`config.mk`:
```
export PLATFORM = sky130hd
export DESIGN_NAME = hazard_ctrl_param
export DESIGN_NICKNAME = d
export VERILOG_FILES = /design/src/rtl/hazard_ctrl_param.sv
export SDC_FILE = /design/constraint.sdc
export NUM_CORES = 1
export LEC_CHECK = 0
export ABC_CLOCK_PERIOD_IN_PS = 2200
export BUFFER_PORTS_ARGS = -buffer_cell sky130_fd_sc_hd__buf_2
export CORE_MARGIN = 4
export CORE_UTILIZATION = 44
export DETAILED_ROUTE_END_ITERATION = 8
export GPL_TIMING_DRIVEN = 0
export PLACE_DENSITY = 0.86
export SLEW_MARGIN = 20
export SYNTH_ARGS = -nofsm -noshare
export SYNTH_HDL_FRONTEND = slang
export SYNTH_SLANG_ARGS = --single-unit
```
`constraint.sdc`:
```
create_clock -name clk -period 2.2 [get_ports clk]
set_input_delay 0.44 -clock clk [delete_from_list [all_inputs] [get_ports clk]]
set_output_delay 0.44 -clock clk [all_outputs]
set_load 0.05 [all_outputs]
```
`src/rtl/hazard_ctrl_param.sv`:
```
// hazard_ctrl_param: pipeline hazard controller (load-use stall, forwarding, branch flush, dmem freeze, halt drain)
module hazard_ctrl_param #(
  parameter int REG_W        = 3,
  parameter int LOAD_BUBBLES = 1,
  parameter int DRAIN_CYC    = 4
) (
  input  logic             clk,
  input  logic             rst,
  input  logic [2:0]       pc_src,
  input  logic             halt_req,
  input  logic             dmem_busy,
  input  logic [REG_W-1:0] if_id_rs,
  input  logic [REG_W-1:0] if_id_rt,
  input  logic             if_id_rs_vld,
  input  logic             if_id_rt_vld,
  input  logic             id_ex_mem_read,
  input  logic [REG_W-1:0] id_ex_rs,
  input  logic [REG_W-1:0] id_ex_rt,
  input  logic             ex_mem_reg_write,
  input  logic [REG_W-1:0] ex_mem_rd,
  input  logic             mem_wb_reg_write,
  input  logic [REG_W-1:0] mem_wb_rd,
  output logic             pc_hold,
  output logic             fd_hold,
  output logic             de_hold,
  output logic             em_hold,
  output logic             mw_hold,
  output logic             fd_nop,
  output logic             de_nop,
  output logic [1:0]       fwd_a,
  output logic [1:0]       fwd_b,
  output logic             halted
);
  typedef enum logic [1:0] {RUN, LSTALL, DRAIN, HALTED} state_t;
  state_t state, state_nx;
  logic [2:0] bubble_cnt, bubble_cnt_nx;
  logic [3:0] drain_cnt, drain_cnt_nx;
  logic taken, luh, flow, stall, fetch_stop, flush;
  assign taken = pc_src == 3'b010 || pc_src == 3'b011;
  assign luh = id_ex_mem_read && ((if_id_rs_vld && id_ex_rt == if_id_rs) || (if_id_rt_vld && id_ex_rt == if_id_rt));
  assign fwd_a = (ex_mem_reg_write && ex_mem_rd == id_ex_rs) ? 2'b10 : (mem_wb_reg_write && mem_wb_rd == id_ex_rs) ? 2'b01 : 2'b00;
  assign fwd_b = (ex_mem_reg_write && ex_mem_rd == id_ex_rt) ? 2'b10 : (mem_wb_reg_write && mem_wb_rd == id_ex_rt) ? 2'b01 : 2'b00;
  always_ff @(posedge clk) begin
    if (rst) begin
      state      <= RUN;
      bubble_cnt <= '0;
      drain_cnt  <= '0;
    end else begin
      state      <= state_nx;
      bubble_cnt <= bubble_cnt_nx;
      drain_cnt  <= drain_cnt_nx;
    end
  end
  always_comb begin
    state_nx      = state;
    bubble_cnt_nx = bubble_cnt;
    drain_cnt_nx  = drain_cnt;
    if (!dmem_busy) begin
      case (state)
        RUN: begin
          if (!taken && halt_req) begin
            state_nx     = DRAIN;
            drain_cnt_nx = 4'(DRAIN_CYC - 1);
          end else if (!taken && luh && LOAD_BUBBLES > 1) begin
            state_nx      = LSTALL;
            bubble_cnt_nx = 3'(LOAD_BUBBLES - 1);
          end
        end
        LSTALL: begin
          state_nx      = (taken || bubble_cnt == 3'd1) ? RUN : LSTALL;
          bubble_cnt_nx = taken ? 3'd0 : bubble_cnt - 3'd1;
        end
        DRAIN: begin
          state_nx     = (drain_cnt == 4'd0) ? HALTED : DRAIN;
          drain_cnt_nx = (drain_cnt == 4'd0) ? drain_cnt : drain_cnt - 4'd1;
        end
        default: state_nx = HALTED;
      endcase
    end
  end
  // flow: not frozen by memory; a taken branch in RUN/LSTALL overrides halt and stall
  always_comb begin
    flow       = !dmem_busy;
    flush      = flow && taken && (state == RUN || state == LSTALL);
    stall      = flow && !taken && ((state == LSTALL) || (state == RUN && !halt_req && luh));
    fetch_stop = flow && (state == DRAIN || state == HALTED || (state == RUN && !taken && halt_req));
    pc_hold    = dmem_busy || stall || fetch_stop;
    fd_hold    = dmem_busy || stall;
    de_hold    = dmem_busy;
    em_hold    = dmem_busy;
    mw_hold    = dmem_busy;
    fd_nop     = flush || fetch_stop;
    de_nop     = flush || stall;
    halted     = state == HALTED;
  end
endmodule
```
==> results.cfg <==
[yosys]
yosysSeqAreaShare_pct = 21.4
syn-num-nets = 145
yosys_warnings = 0
avgSynthCellArea_um2 = 7.59
syn_area_um2 = 842
ys_ff_latch = 9
ys_types = 32
syn_inst = 111

[cells_and_area]
multi_input_area_um2 = 599
finish.instance_area_um2 = 1100
n_antenna_cell = 0
register_area_um2 = 180
layout.nets = 186
area_growth_pct = 30.6
n_fill_cell = 168
drive_gt1_share_pct = 32.5
stdcell_count = 176

[worst_setup_path]
cp-end-kind = output port
startpoint_type = register
critPathMaxFanout = 10
worstPathArrival_ns = 1.70
critical_path_class = reg2out
worst_ep_required_time_ns = 1.76

[timing]
finalCriticalPeriod_ns = 2.14
skew_ns = 0.00200
finalSetupViolCount = 0
slew_headroom_pct = 70.4
drv_slew = 0
rsz0062_at_grt = no
fmax_mhz = 467
worst_pin_slew_ns = 0.445
final_hold_viol_count = 0
fin_crit_sh_pct = 97.4
timing.setup.tns_ns = 0
hold-worst-slack_ns = 0.492

[placed_design]
place_inst = 173
dpl_cell_area_um2 = 1070
port_buffers = 37
place_hpwl_um = 1790
gp_congestion = 0.808

[detailed_routing]
wl_per_cell_um = 12.3
viasPerCell = 5.31
ant_nets = 0
drc = 0
dr.pass1.iters = 4
drt_iter0_markers = 17
vias = 934
drt-total-wl_um = 2160

[clocking]
insertion_delay_ns = 0.26
cts_root_buf = clkbuf_4
htreeDepth = 1
cts_inserted_buffers = 3
clockBufferDepth = 2
postCtsHoldBufs = 0
tritoncts = yes
path_clk_slew_ns = 0.06
cts.sink_count = 9

[power]
cellPowerDensity_nw_per_um2 = 459
p_leak_nw = 0.471
max-vdd-ir-drop_mv = 0.344

[floorplan]
rows = 15
fp.coreArea_um2 = 1760
ios = 42
fp.dieArea_um2 = 2680
dieWidth_um = 51.7
die_h_um = 51.7
initial_core_util_pct = 47.7

[flow_run]
drv_cap = 0

[grt]
grt_usage_pct = 16.0
grt_pass1_wl_um = 3330
grt_start_max_net_pins = 11
antenna_found_initial = 0
grt-ovfl-total = 0
grt_pass1_vias = 823

[min_path]
holdCritPathClass = reg2reg

[status]
outcome = complete, no violations
[flip-flops by register name (all words and copies together), names as in the netlist]
register / flops
drain_cnt: 4
bubble_cnt: 3
state: 2
[power breakdown]
part           leakage, nW  switching (mW)  internal (mW)
logic                0.383           0.120         0.0797
clock network       0.0150          0.0574         0.0699
registers           0.0732         0.00722          0.170
total                0.471           0.185          0.320
[critical path, cell delays in order, from the launching register on]
cell	delay, ns
dfxtp_1	0.31
buf_4	0.15
or3b_2	0.52
nor2_1	0.17
a211o_1	0.14
buf_6	0.16
[Yosys cell counts]
cell type	n	share of area, %
a211o_1	1	1.0
a211oi_1	1	0.89
a21o_1	2	1.8
a21oi_1	12	7.1
a221oi_2	1	1.8
a31oi_1	1	0.74
a41o_1	1	1.2
and2_1	1	0.74
and4_1	1	1.0
buf_1	1	0.45
buf_2	1	0.59
buf_4	3	2.7
clkbuf_1	5	2.2
dfxtp_1	9	21
ha_1	4	5.9
inv_1	6	2.7
nand2_1	3	1.3
nand2b_1	3	2.2
nand3_1	3	1.8
nand4_1	6	4.5
nor2_1	10	4.5
nor2b_1	3	2.2
nor3_1	4	2.4
nor4_1	1	0.74
o21ai_0	3	1.8
o31a_1	2	2.1
o41ai_1	2	2.1
or2_0	1	0.74
or3b_2	1	1.0
or4b_4	1	1.6
xnor2_1	14	15
xor2_1	4	4.2
[cell families after synthesis]
kind of cell               after synthesis  share of synthesized area [%]
buffers and inverters                   16                           8.62
and+or+nand+nor                         38                           24.8
DFF                                      9                           21.4
AOI/OAI and AO/OA                       26                           20.5
adders and majority gates                4                           5.94
xor gates and xnor gates                18                           18.7
[path summary, 6_finish.rpt]
kind	startpoint	end	slack, ns	cells past startpoint
max	state[0]$_SDFFE_PP0P_	fd_hold	0.06	5
min	bubble_cnt[1]$_SDFFE_PP0P_	bubble_cnt[1]$_SDFFE_PP0P_	0.49	2
max reg2reg	drain_cnt[0]$_SDFFE_PP0P_	state[0]$_SDFFE_PP0P_	0.56	5
min reg2reg	bubble_cnt[1]$_SDFFE_PP0P_	bubble_cnt[1]$_SDFFE_PP0P_	0.49	2
[through the flow]
step / setup slack [ns] / utilization (%) / power (mW)
floorplan: -0.178 / - / 0.318
global placement: -0.00350 / 60.6 / 0.372
detailed placement: -0.0130 / 60.6 / 0.379
CTS: 0.00393 / 62.6 / 0.508
global route: 0.00448 / 62.3 / 0.537
finish: 0.0568 / 62.3 / 0.505
[routing by layer]
| layer | share of wire [%] | wire (µm) | track usage (%) |
|---|---|---|---|
| met1 | 38 | 825 | 16.2 |
| met3 | 6.7 | 144 | 2.87 |
| met2 | 54 | 1160 | 31.6 |
| met5 | 0 | 0 | 0 |
| met4 | 1.3 | 29 | 6.55 |
[cell type report]
class                           instances  area share [%]
Clock buffer                            4            2.39
Buffer                                  9            4.44
Inverter                                6            2.05
Timing Repair Buffer                   37            17.4
Multi-Input combinational cell         86            54.5
Sequential cell                         9            16.4
Tap cell                               25            2.84
[layout by cell type (no fill, tap or decap)]
master / instances
a211o_1: 1
a211oi_1: 1
a21o_1: 2
a21oi_1: 12
a221oi_2: 1
a31oi_1: 1
a41o_1: 1
and2_1: 1
and4_1: 1
buf_1: 1
buf_2: 36
buf_4: 4
buf_6: 1
clkbuf_1: 5
clkbuf_4: 3
dfxtp_1: 9
ha_1: 4
inv_1: 6
nand2_1: 3
nand2b_1: 3
nand3_1: 3
nand4_1: 6
nor2_1: 10
nor2b_1: 3
nor3_1: 2
nor3_2: 2
nor4_1: 1
o21ai_0: 3
o31a_1: 2
o41ai_1: 2
or2_0: 1
or3b_2: 1
or4b_4: 1
xnor2_1: 14
xor2_1: 4
[what timing repair did]
item,4_1_cts,5_1_grt
buffers inserted,0,0
pin swaps,0,1
cloned,0,0
endpoints found under the hold margin,0,0
endpoints found under the setup margin,1,1
resized for setup,3,0
No activity file was read; power rests on OpenSTA's default activity.
